<file path="src/rtl/stream_muxn_pkg.sv">
// stream_mux_pkg: shared types and default widths for the stream_muxn family.
//   mux_mode_e : selection mode (fixed channel select or round-robin)
//   DEF_N_CH   : default number of input channels
//   DEF_W      : default data width per channel
package stream_mux_pkg;

  typedef enum logic {
    MODE_FIXED = 1'b0,
    MODE_RR    = 1'b1
  } mux_mode_e;

  localparam int DEF_N_CH = 4;
  localparam int DEF_W    = 8;

endpackage

</file>
<file path="src/rtl/stream_muxn_if.sv">
// stream_muxn_if: bundles the N input streams and the single output stream
// of stream_muxn.
//   in_valid/in_data/in_ready    : N producer channels, channel i at [i*W +: W]
//   out_valid/out_data/out_ch    : registered output beat and its source channel
//   out_ready                    : consumer accepts the output beat
//   modport slave  : the multiplexer's view
//   modport master : the producers'/consumer's view (drives inputs, observes outputs)
interface stream_muxn_if #(
  parameter int N_CH = 4,
  parameter int W    = 8
);
  localparam int SEL_W = $clog2(N_CH);

  logic [N_CH-1:0]   in_valid;
  logic [N_CH*W-1:0] in_data;
  logic [N_CH-1:0]   in_ready;
  logic              out_valid;
  logic [W-1:0]      out_data;
  logic [SEL_W-1:0]  out_ch;
  logic              out_ready;

  modport slave (
    input  in_valid, in_data, out_ready,
    output in_ready, out_valid, out_data, out_ch
  );

  modport master (
    output in_valid, in_data, out_ready,
    input  in_ready, out_valid, out_data, out_ch
  );
endinterface

</file>
<file path="src/rtl/stream_muxn_rr_arbiter.sv">
// rr_arbiter: purely combinational round-robin arbiter.
//   req : request vector (N bits)
//   ptr : index of the last granted channel; search starts at ptr+1
//   gnt : one-hot grant, zero when no request
//   idx : binary index of the granted channel (0 when no grant)
// Scheme: rotate req so ptr+1 lands at bit 0, isolate the lowest set bit,
// rotate the one-hot pick back to channel positions.
module rr_arbiter #(
  parameter  int N  = 4,
  localparam int IW = $clog2(N)
) (
  input  logic [N-1:0]  req,
  input  logic [IW-1:0] ptr,
  output logic [N-1:0]  gnt,
  output logic [IW-1:0] idx
);

  logic [IW-1:0] start;
  logic [N-1:0]  rot;
  logic [N-1:0]  pick;

  // ptr+1 modulo N without relying on N being a power of two
  always_comb begin
    start = (ptr >= IW'(N - 1)) ? '0 : ptr + IW'(1);
  end

  // Rotate right by start: rot[k] corresponds to channel (start+k) mod N
  assign rot  = N'({req, req} >> start);
  // Lowest set bit = first requester in the search order
  assign pick = rot & (~rot + N'(1));
  // Rotate left by start: upper copy of the doubled vector holds the wrap
  assign gnt  = N'(({pick, pick} << start) >> N);

  always_comb begin
    idx = '0;
    for (int i = 0; i < N; i++) begin
      if (gnt[i]) idx = IW'(i);
    end
  end

endmodule

</file>
<file path="src/rtl/stream_muxn.sv">
// stream_muxn: N-channel, W-bit valid/ready stream multiplexer with a
// registered output stage and fixed or round-robin channel selection.
//   clk, rst : clock (rising edge) and asynchronous active-high reset
//   mode     : 0 = fixed (use sel), 1 = round-robin
//   sel      : channel used in fixed mode; values >= N_CH grant nothing
//   bus      : stream_muxn_if.slave carrying the input and output streams
// Throughput one beat per cycle, latency one cycle. in_ready is
// combinational; out_* come straight from flops.
module stream_muxn
  import stream_mux_pkg::*;
#(
  parameter  int N_CH  = DEF_N_CH,
  parameter  int W     = DEF_W,
  localparam int SEL_W = $clog2(N_CH)
) (
  input  logic             clk,
  input  logic             rst,
  input  logic             mode,
  input  logic [SEL_W-1:0] sel,
  stream_muxn_if.slave     bus
);

  mux_mode_e        mode_e;
  logic [N_CH-1:0]  rr_gnt;
  logic [N_CH-1:0]  fx_gnt;
  logic [N_CH-1:0]  grant;
  logic [SEL_W-1:0] rr_idx;
  logic [SEL_W-1:0] grant_idx;
  logic             load;
  logic             xfer;
  logic [W-1:0]     data_sel;

  logic             out_valid_q, out_valid_d;
  logic [W-1:0]     out_data_q,  out_data_d;
  logic [SEL_W-1:0] out_ch_q,    out_ch_d;
  logic [SEL_W-1:0] ptr_q,       ptr_d;

  assign mode_e = mux_mode_e'(mode);

  rr_arbiter #(.N(N_CH)) u_rr_arbiter (
    .req (bus.in_valid),
    .ptr (ptr_q),
    .gnt (rr_gnt),
    .idx (rr_idx)
  );

  // Fixed-mode decode; an out-of-range sel matches no channel
  generate
    for (genvar gi = 0; gi < N_CH; gi++) begin : g_fixed
      assign fx_gnt[gi] = bus.in_valid[gi] & (sel == SEL_W'(gi));
    end
  endgenerate

  always_comb begin
    grant     = fx_gnt;
    grant_idx = sel;
    if (mode_e == MODE_RR) begin
      grant     = rr_gnt;
      grant_idx = rr_idx;
    end
  end

  assign load         = ~out_valid_q | bus.out_ready;
  assign bus.in_ready = grant & {N_CH{load & ~rst}};
  assign xfer         = |(bus.in_valid & bus.in_ready);

  // AND-OR data select keyed on the one-hot grant
  always_comb begin
    data_sel = '0;
    for (int i = 0; i < N_CH; i++) begin
      data_sel = data_sel | ({W{grant[i]}} & bus.in_data[i*W +: W]);
    end
  end

  always_comb begin
    out_valid_d = out_valid_q;
    out_data_d  = out_data_q;
    out_ch_d    = out_ch_q;
    ptr_d       = ptr_q;
    if (xfer) begin
      out_valid_d = 1'b1;
      out_data_d  = data_sel;
      out_ch_d    = grant_idx;
      // Fixed-mode transfers leave the round-robin position untouched
      if (mode_e == MODE_RR) ptr_d = grant_idx;
    end else if (load) begin
      out_valid_d = 1'b0;
    end
  end

  always_ff @(posedge clk or posedge rst) begin
    if (rst) begin
      out_valid_q <= 1'b0;
      out_data_q  <= '0;
      out_ch_q    <= '0;
      ptr_q       <= SEL_W'(N_CH - 1);
    end else begin
      out_valid_q <= out_valid_d;
      out_data_q  <= out_data_d;
      out_ch_q    <= out_ch_d;
      ptr_q       <= ptr_d;
    end
  end

  assign bus.out_valid = out_valid_q;
  assign bus.out_data  = out_data_q;
  assign bus.out_ch    = out_ch_q;

endmodule
</file>
<file path="src/flat_wrapper.sv">
// flat-port wrapper written by rule: the top's interface ports become plain ports
module stream_muxn_flat import stream_mux_pkg::*;
#(
  parameter  int N_CH  = DEF_N_CH,
  parameter  int W     = DEF_W,
  localparam int SEL_W = $clog2(N_CH)
)
  (clk, rst, mode, sel, bus_in_valid, bus_in_data, bus_out_ready, bus_in_ready, bus_out_valid, bus_out_data, bus_out_ch);
  stream_muxn_if #(.N_CH(N_CH), .W(W)) bus_i ();
  input  logic clk;
  input  logic rst;
  input  logic mode;
  input  logic [SEL_W-1:0] sel;
  input wire logic [$bits(bus_i.in_valid)-1:0] bus_in_valid;
  input wire logic [$bits(bus_i.in_data)-1:0] bus_in_data;
  input wire logic [$bits(bus_i.out_ready)-1:0] bus_out_ready;
  output wire logic [$bits(bus_i.in_ready)-1:0] bus_in_ready;
  output wire logic [$bits(bus_i.out_valid)-1:0] bus_out_valid;
  output wire logic [$bits(bus_i.out_data)-1:0] bus_out_data;
  output wire logic [$bits(bus_i.out_ch)-1:0] bus_out_ch;
  assign bus_i.in_valid = bus_in_valid;
  assign bus_i.in_data = bus_in_data;
  assign bus_i.out_ready = bus_out_ready;
  assign bus_in_ready = bus_i.in_ready;
  assign bus_out_valid = bus_i.out_valid;
  assign bus_out_data = bus_i.out_data;
  assign bus_out_ch = bus_i.out_ch;
  stream_muxn #(.N_CH(N_CH), .W(W)) u_core (.clk(clk), .rst(rst), .mode(mode), .sel(sel), .bus(bus_i));
endmodule
</file>
<file path="config.mk">
export PLATFORM = sky130hd
export DESIGN_NAME = stream_muxn_flat
export DESIGN_NICKNAME = d
export VERILOG_FILES = /design/src/rtl/stream_muxn_pkg.sv /design/src/rtl/stream_muxn_if.sv /design/src/rtl/stream_muxn_rr_arbiter.sv /design/src/rtl/stream_muxn.sv /design/src/flat_wrapper.sv
export SDC_FILE = /design/constraint.sdc
export NUM_CORES = 1
export LEC_CHECK = 0
export CAP_MARGIN = 20
export CORE_UTILIZATION = 41
export CTS_CLUSTER_SIZE = 14
export DETAILED_ROUTE_END_ITERATION = 12
export GPL_ROUTABILITY_DRIVEN = 0
export PLACE_DENSITY = 0.8
export REMOVE_ABC_BUFFERS = 1
export SLEW_MARGIN = 15
export SYNTH_ARGS = -nofsm -noshare
export SYNTH_HDL_FRONTEND = slang
export SYNTH_SLANG_ARGS = --single-unit
export TNS_END_PERCENT = 20
</file>
<file path="constraint.sdc">
create_clock -name clk -period 3.25 [get_ports clk]
set_clock_uncertainty 0.1 [all_clocks]
set_input_delay 0.325 -clock clk [delete_from_list [all_inputs] [get_ports clk]]
set_output_delay 0.325 -clock clk [all_outputs]
set_load 0.02 [all_outputs]
</file>
==> out/metrics.yaml, run 1 <==
dieArea_um2: 3140
route.detailed.drc: 0
ys_async_sr_fraction: 1.00
vias: 1294
yosysSeqAreaShare: 0.274
wl_per_cell_um: 16.5
dpl.hpwl_um: 2760
cp.arrival_ns: 2.62
crit_path_top_delay_cell: "dfstp_2"
wl_um: 3630
ant_nets: 0
multi_input_area_um2: 788
start_util: 0.434
synth_edf_count: 0
setup_viol: 0
seqCellArea_um2: 328
grt_pass1_vias: 1230
area_growth_pct: 49.5
yosysUniqueCellTypes: 43
drive_gt1_frac: 0.164
maxCapViolCount: 0
start_kind: "flip-flop"
n_antenna_cell: 0
port_buffers: 56
crit_buf_inv: 1
cts_buffer_depth: 2
drt-pass1-iter-count: 4
io_pins: 57
grt_pass1_wl_um: 5900
clkTransAtPathRegs_ns: 0.08
n_fill_cell: 247
root_buffer: "clkbuf_4"
rsz0062_at_grt: "no"
period_needed_ns: 3.04
slew_headroom: 0.552
post_cts.repair.setup_buffers: 0
drt_iter0_drc: 39
cp_top_family: "flip-flops"
syn_avg_cell_area_um2: 9.07
critPathMaxStageDelay_ns: 0.64
final_cell_mix: "clkdlybuf4s50_1, o21ai_0, dfrtp_1, nor2_1, nand4_1"
ir_drop_v: 0.000466
rows: 19
layout_commonest_cell: "clkdlybuf4s50_1"
required_ns: 2.82
synthCells: 132
fin_util: 0.649
nets: 233
dieWidth_um: 56.0
cts_buffers: 3
viasPerCell: 5.88
clk-insertion-delay-late_ns: 0.28
tightest_slew_ns: 0.673
grt_max_degree: 16
cts_hold_buffers: 0
crit_chain: "ha_4 > or3b_4 > a211oi_4 > nor2_2 > nor2_1 > clkdlybuf4s50_1"
cts_sinks: 13
fin_setup_tns_ns: 0
crit_path_end_kind: "output port"
drv_slew: 0
netlist_area_um2: 1200
leakage_nw: 0.729
timing.fmax_ghz: 0.328
antenna_found_initial: 0
critPathKind: "reg2out"
cts_tree: "yes"
grt_usage: 0.239
die_y_um: 56.0
grt.overflow.total: 0
coreArea_um2: 2760
yosysWarnings: 0
ys_ff_latch: 13
fin_crit_sh: 0.937
powerDensity_nw_per_um2: 687
hold_path_class: "in2async"
synthFlopType: "dfrtp_1"
final_hold_viol_count: 0
worstPathMaxFanout: 12
outcome: "finished clean"
cts_htree_levels: 1
[path summary, 6_finish.rpt]
kind	startpoint	end	slack [ns]	cells after the start
hold reg to reg	u_core.bus.out_ch[1]$_DFFE_PP0P_	u_core.bus.out_ch[1]$_DFFE_PP0P_	0.41	1
hold / removal	rst	u_core.bus.out_data[1]$_DFFE_PP0P_	0.24	3
min in group clk	u_core.bus.out_ch[1]$_DFFE_PP0P_	u_core.bus.out_ch[1]$_DFFE_PP0P_	0.41	1
max in group asynchronous	rst	u_core.ptr_q[0]$_DFFE_PP1P_	2.57	3
setup / recovery	u_core.ptr_q[0]$_DFFE_PP1P_	bus_in_ready[0]	0.21	6
setup reg to reg	u_core.ptr_q[0]$_DFFE_PP1P_	u_core.bus.out_data[6]$_DFFE_PP0P_	0.39	6
[power by group]
part	switching, W	total [W]	internal, W
Combinational	0.000395	0.000822	0.000427
Clock	0.0000574	0.000105	0.0000477
Sequential	0.0000557	0.000303	0.000248
Total	0.000508	0.00123	0.000723
[flip-flops by register name (all words and copies together) (netlist names)]
signal,count
u_core.bus.out_ch,2
u_core.ptr_q,2
u_core.bus.out_data,8
u_core.bus.out_valid,1
[cell families after synthesis]
family                   after synthesis  synth area share
flip-flops                            13             0.274
multiplexers                          11             0.123
adder cells (fa/ha/maj)                1            0.0104
AND/OR/NAND/NOR                       41             0.202
AO/OA/AOI/OAI                         55             0.309
buffers and inverters                 11            0.0815
[synth_stat cells (2+ instances only)]
| master | n | share of area |
|---|---|---|
| a221oi_1 | 2 | 0.015 |
| a41o_1 | 2 | 0.017 |
| buf_6 | 2 | 0.019 |
| clkbuf_8 | 4 | 0.046 |
| dfrtp_1 | 11 | 0.23 |
| dfstp_2 | 2 | 0.044 |
| inv_1 | 3 | 0.0094 |
| mux2_2 | 2 | 0.019 |
| mux2_4 | 7 | 0.088 |
| mux2i_1 | 2 | 0.017 |
| nand2_1 | 6 | 0.019 |
| nand3_1 | 2 | 0.0084 |
| nand3b_1 | 2 | 0.013 |
| nand4_1 | 8 | 0.042 |
| nor2_1 | 10 | 0.031 |
| nor2_2 | 2 | 0.010 |
| o21ai_0 | 36 | 0.15 |
| o21bai_1 | 3 | 0.019 |
| o22ai_1 | 2 | 0.010 |
[per-stage QoR]
stage                     cell area, um^2  hold slack (ns)  setup WS [ns]  power (W)  instances
after floorplan                      1110            0.117          0.567   0.000794        124
after global placement               1750            0.375          0.319    0.00107        216
after detailed placement             1750            0.380          0.205    0.00109        216
after CTS                            1770            0.240         0.0338    0.00120        220
after global routing                 1790            0.271         0.0632    0.00131        220
final                                1790            0.238          0.205    0.00123        220
[tightest hold or removal path: stages]
cell and delay (ns):
clkdlybuf4s50_1 0.40, inv_1 0.05, buf_4 0.22
[area by class of cell]
cell class                      instances  share of cell area
Timing Repair Buffer                   61               0.334
Sequential cell                        13               0.183
Inverter                                3             0.00629
Multi-Input combinational cell        108               0.440
Clock buffer                            4              0.0147
Tap cell                               31              0.0217
[timing repair]
action / in CTS / in global routing
hold endpoints to repair: 0 / 0
resized for setup: 0 / 3
endpoints found under the setup margin: 0 / 3
[per-layer routing]
layer	vias to the layer above	wire [um]	GRT usage
met3	4	185	0.0651
li1	622	-	-
met4	0	37	0.0488
met5	-	0	0
met2	47	1770	0.381
met1	621	1630	0.325
Power figures use the tool's default switching activity.
==> run 2: changes to the inputs <==
- CORE_UTILIZATION: 41 -> 45
- DONT_BUFFER_PORTS: not set -> 1
- PLACE_DENSITY: 0.8 -> not set
==> run 2 against run 1 <==
Clock power fell by 5%. Core utilization fell by 16 points. Maximum frequency grew 3.5%. Via count down 15%.
==> out/metrics.yaml, run 2 (same netlist as run 1, synthesis figures left out) <==
layout_commonest_cell: "o21ai_0"  # was clkdlybuf4s50_1
wl_met1_um: 1370  # was 1630 um
leakage_nw: 0.512  # was 0.729 nW
drt-pass1-iter-count: 4  # unchanged
slew_headroom: 0.564  # was 0.552
post_cts_resized: 0  # unchanged
viasPerCell: 6.71  # was 5.88
io_pins: 57  # unchanged
wl_met2_um: 1410  # was 1770 um
period_needed_ns: 2.94  # was 3.04 ns
ir_drop_v: 0.000455  # was 0.000466 V
nets: 177  # was 233
required_ns: 3.32  # was 2.82 ns
final_hold_viol_count: 0  # unchanged
outcome: "finished clean"  # unchanged
crit_path_top_delay_cell: "dfstp_2"  # unchanged
rows: 18  # was 19
drive_gt1_frac: 0.211  # was 0.164
area_growth_pct: 1.46  # was 49.5%
wl_per_cell_um: 18.8  # was 16.5 um
grt_pass1_wl_um: 4500  # was 5900 um
dieArea_um2: 2870  # was 3140 um^2
final_cell_mix: "o21ai_0, dfrtp_1, nor2_1, nand4_1, mux2_4"  # was clkdlybuf4s50_1, o21ai_0, dfrtp_1, nor2_1, nand4_1
cp.arrival_ns: 3.01  # was 2.62 ns
cts_htree_levels: 1  # unchanged
grt.overflow.total: 0  # unchanged
whs_ns: 0.180  # was 0.238 ns
ant_nets: 0  # unchanged
powerDensity_nw_per_um2: 819  # was 687 nW/um^2
maxUsedRoutingLayer: "met4"  # unchanged
setup_viol: 0  # unchanged
tightest_slew_ns: 0.652  # was 0.673 ns
dpl.hpwl_um: 2210  # was 2760 um
coreArea_um2: 2500  # was 2760 um^2
clkTransAtPathRegs_ns: 0.09  # was 0.08 ns
drt_iter0_drc: 31  # was 39
grt_usage: 0.219  # was 0.239
fin_crit_sh: 0.905  # was 0.937
cts_buffer_depth: 2  # unchanged
start_kind: "flip-flop"  # unchanged
port_buffers: 0  # was 56
rsz0062_at_grt: "no"  # unchanged
cts_buffers: 3  # unchanged
cts_hold_buffers: 1  # was 0
route.detailed.drc: 0  # unchanged
clk-insertion-delay-late_ns: 0.27  # was 0.28 ns
antenna_found_initial: 0  # unchanged
grt_max_degree: 16  # unchanged
largest_reg_flops: 8  # unchanged
die_y_um: 53.6  # was 56.0 um
root_buffer: "clkbuf_4"  # unchanged
vias: 1094  # was 1294
dp.cells: 158  # was 216
wl_um: 3060  # was 3630 um
hold_path_class: "in2reg"  # was in2async
fin_setup_tns_ns: 0  # unchanged
cts_tree: "yes"  # unchanged
maxCapViolCount: 0  # unchanged
grt_pass1_vias: 948  # was 1230
cts_sinks: 13  # unchanged
drv_slew: 0  # unchanged
crit_chain: "ha_1 > o21bai_1 > a41o_2 > nor2_2 > a41o_1 > mux2_2"  # was ha_4 > or3b_4 > a211oi_4 > nor2_2 > nor2_1 > clkdlybuf4s50_1
n_antenna_cell: 0  # unchanged
placed_cell_area_um2: 1180  # was 1750 um^2
crit_path_end_kind: "flip-flop"  # was output port
post_cts.repair.setup_buffers: 0  # unchanged
dieWidth_um: 53.6  # was 56.0 um
critPathKind: "reg2reg"  # was reg2out
critPathMaxStageDelay_ns: 0.61  # was 0.64 ns
worstPathMaxFanout: 12  # unchanged
wl_met3_um: 260  # was 185 um
start_util: 0.479  # was 0.434
stdcell_area_um2: 1210  # was 1790 um^2
finalNonFillerCells: 163  # was 220
timing.fmax_ghz: 0.340  # was 0.328 GHz
run 2: power breakdown:
group          internal [W]  switching, W
registers          0.000247      0.000139
logic              0.000246      0.000264
clock network     0.0000475     0.0000526
total              0.000540      0.000455
run 2: worst paths after layout:
path / to / cells past startpoint / startpoint / slack [ns]
setup / recovery: u_core.bus.out_data[6]$_DFFE_PP0P_ / 6 / u_core.ptr_q[0]$_DFFE_PP1P_ / 0.31
hold / removal: u_core.bus.out_ch[0]$_DFFE_PP0P_ / 2 / sel[0] / 0.18
setup reg to reg: u_core.bus.out_data[6]$_DFFE_PP0P_ / 6 / u_core.ptr_q[0]$_DFFE_PP1P_ / 0.31
hold reg to reg: u_core.ptr_q[0]$_DFFE_PP1P_ / 2 / u_core.ptr_q[0]$_DFFE_PP1P_ / 0.42
max in group asynchronous: u_core.ptr_q[0]$_DFFE_PP1P_ / 3 / rst / 2.38
min in group asynchronous: u_core.bus.out_data[7]$_DFFE_PP0P_ / 3 / rst / 0.42
run 2: per-stage QoR:
step	util	setup WS [ns]	power, W
finish	0.486	0.309	0.000995
CTS	0.486	0.350	0.000997
global route	0.486	0.211	0.00107
global placement	0.471	0.456	0.000879
detailed placement	0.471	0.351	0.000895
floorplan	-	0.567	0.000794
run 2: routing by layer:
metal	vias to the layer above	global-route usage
li1	505	-
met1	530	0.305
met2	55	0.329
met3	4	0.0706
met4	0	0.0439
met5	-	0
run 2: cell type report:
type	instances	area, um^2
Clock buffer	4	26.3
Fill cell	236	1280
Inverter	3	11.3
Multi-Input combinational cell	108	772
Sequential cell	13	328
Tap cell	30	37.5
Timing Repair Buffer	5	40.0
run 2: critical path: cells and delay by family (launching register included):
| kind | cells | cell delay [ns] |
|---|---|---|
| compound gates | 3 | 1.17 |
| fa+ha+maj | 1 | 0.37 |
| flops | 1 | 0.61 |
| mux | 1 | 0.41 |
| simple gates | 1 | 0.17 |
==> RTL change, RTL diff (config.mk and constraints of run 1) <==
`DEF_N_CH`: 4 -> 8.
--- a/src/rtl/stream_muxn_pkg.sv
+++ b/src/rtl/stream_muxn_pkg.sv
@@ -11,3 +11,3 @@
 
-  localparam int DEF_N_CH = 4;
+  localparam int DEF_N_CH = 8;
   localparam int DEF_W    = 8;
Ports: changed (5 resized); port bits go from 57 to 99. No check against the original RTL was run, so the function may have changed too.
==> RTL change against run 1 <==
- the run now ends with setup timing left
- cell area rose to 2.6 times the old value
- area after synthesis up 110%
- sequential cell count rose by 2
- total power grew to 5.0 times the old value
- worst setup slack lost 1100 ps
- register-to-register slack worse by 1300 ps
- non-clock buffer count increased by 149
- synthesized cell count rose to 2.6 times the old value
- routed wire length rose to 3.8 times the old value
- critical path type is now register to register
- largest cell class unchanged
- largest power group unchanged
- highest routed layer unchanged
==> RTL change: results (changes against run 1) <==
| Metric | Value |
|---|---|
| Nets@finish | 613 (+160%) |
| Clock buffer count from CTS | 3 (unchanged) |
| Area after DPL | 0.004225 mm² (+140%) |
| Critical Path RT | 3340 ps (+520 ps) |
| Final setup vio count | 23 (+23) |
| Slowest stage cell, crit path | a2111oi_1 |
| Clock latency on the worst-skew pair | 260 ps (-20 ps) |
| Antenna violations before repair | 0 (unchanged) |
| Clock Path Buffers | 2 (unchanged) |
| Sequential area share after synthesis | 14.91% (-12 points) |
| Reg-to-reg critical path startpoint | u_core.ptr_q[0] |
| Final WS setup | -907.6 ps (-1113 ps) |
| Final HPWL DP | 9220 µm (+230%) |
| First-pass GRT wire length | 18710 µm (+220%) |
| Initial DRT Pass Iterations | 6 (+2) |
| Leakage | 0.001961 µW (+170%) |
| Primary FF master, synth | dfrtp_1 |
| Top cells by area, synth | dfrtp_1 (12%), nand2_1 (5.5%), mux2i_1 (4.7%) |
| Syn. warnings | 0 (unchanged) |
| Number of flip-flops in the largest register | 8 (unchanged) |
| Outcome | finished, violations left |
| Dpl cells | 588 (+170%) |
| Post-synth top cells | nand2_1 (37), o21ai_0 (22), a21oi_1 (19), nand3_1 (19), nor2_1 (18) |
| FF-to-FF path depth | 16 (+10) |
| Initial drt markers | 600 (+1400%) |
| Worst flop-to-flop path endpoint | u_core.ptr_q[1] |
| Delay-heaviest family, CP | compound AO/OA/AOI/OAI gates |
| Slew @ Worst Pin | 593.3 ps (-79.30 ps) |
| Ant. Diodes | 0 (unchanged) |
| Post-synth cell types | 75 (+74%) |
| H-tree depth | 1 (unchanged) |
| Place WS | -996.2 ps (-1201 ps) |
| Total GRT Usage | 37.51% (+14 points) |
| Final setup TNS | -18060 ps (-18060 ps) |
| Largest net degree at the start of global routing | 25 (+9) |
| Slowest Stage Delay on Critical Path | 580 ps (-60 ps) |
| Count of buffers from port buffering | 98 (+75%) |
| Crit-path max FO | 9 (-3) |
| Vias in the first global route | 3865 (+210%) |
| Post-synth EDFFs | 0 (unchanged) |
| Hold Path Class | input port to asynchronous set/reset pin |
| Failing checks | setup timing |
| Total wire length | 13860 µm (+280%) |
| Vias per cell | 6.716 (+14%) |
| Post-Syn Instances | 343 (+160%) |
| Worst VDD drop | 1.045 mV (+120%) |
| Final Instance Count excl. Fillers | 606 (+180%) |
| Synth async-reset ratio | 100.0% (unchanged) |
| Hold slack | 322.0 ps (+83.62 ps) |
| CTS clock-pin slew for the worst setup and hold paths | 60 ps (-20 ps) |
| CTS Root Cell | clkbuf_8 |
| Layout cells sized above 1 | 34.65% (+18 points) |
| Fillers | 372 (+51%) |
-- RTL change: changes by cell type in the layout (fill, tap and decap cells not counted), moves of 10 or more --
| cell | delta |
|---|---|
| inv_1 | +13 |
| buf_4 | +100 |
| nand3_1 | +16 |
| o21ai_0 | -21 |
| nand2_1 | +29 |
| a21oi_1 | +16 |
| buf_6 | +10 |
| clkdlybuf4s50_1 | +34 |
| o21ai_1 | +12 |
-- RTL change: area by class of cell --
cell class                 count  area, µm²  share of cell area (%)
clock buffer                   4      45.04                  0.9628
inverter                      17      63.81                   1.364
multi-input combinational    285       2238                   47.85
sequential                    15      379.1                   8.104
tap                           75      93.84                   2.006
timing repair buffer         210       1858                   39.72
-- RTL change: cells by family after synthesis --
group                      Yosys count  synth area share [%]
AOI/OAI and AO/OA                  135                 40.90
DFF                                 15                 14.91
muxes                               16                 7.382
adders and majority gates            2                0.9841
buffers and inverters               43                 8.021
and+or+nand+nor                    132                 27.81
-- RTL change: routing by layer --
layer | GRT usage, % | up-vias | share of wire (%)
met4 | 21.61 | 0 | 7.9
met5 | 0 | - | 0
li1 | - | 1726 | -
met1 | 45.92 | 1843 | 35
met3 | 6.517 | 125 | 12
met2 | 61.78 | 376 | 45
-- RTL change: worst max-delay path by stage --
| stage | endpoint | startpoint | cells after the start |
|---|---|---|---|
| floorplan | u_core.ptr_q[1] | u_core.ptr_q[0] | 13 |
| global placement | u_core.ptr_q[1] | u_core.ptr_q[0] | 14 |
| detailed placement | u_core.ptr_q[1] | u_core.ptr_q[0] | 14 |
| CTS | u_core.ptr_q[1] | u_core.ptr_q[0] | 16 |
| global route | u_core.ptr_q[1] | u_core.ptr_q[0] | 16 |
| finish | u_core.ptr_q[1] | u_core.ptr_q[0] | 16 |
-- RTL change: power breakdown --
part | internal, µW | switching (µW) | total [µW]
Combinational | 2530 | 3070 | 5600
Clock | 87.3 | 72.2 | 160
Sequential | 300 | 60.8 | 361
Total | 2920 | 3200 | 6120
-- RTL change: what timing repair did --
item / 4_1_cts / 5_1_grt
gates resized for setup: 76 / 32
cloned: 0 / 0
pin swaps: 22 / 10
endpoints found under the setup margin: 23 / 23
setup buffers: 8 / 7
-- RTL change: worst reg2reg max path: stages, from the launching register on --
cell and delay (ps):
dfstp_2 380, ha_4 160, ha_4 170, buf_12 140
o21a_1 200, buf_4 160, a2111oi_1 580, a22oi_2 230
a31oi_2 300, a41oi_2 160, and2_1 190, o31a_1 290
o21ai_2 190, buf_6 170, o41ai_4 90, or2_1 260
mux2_4 300
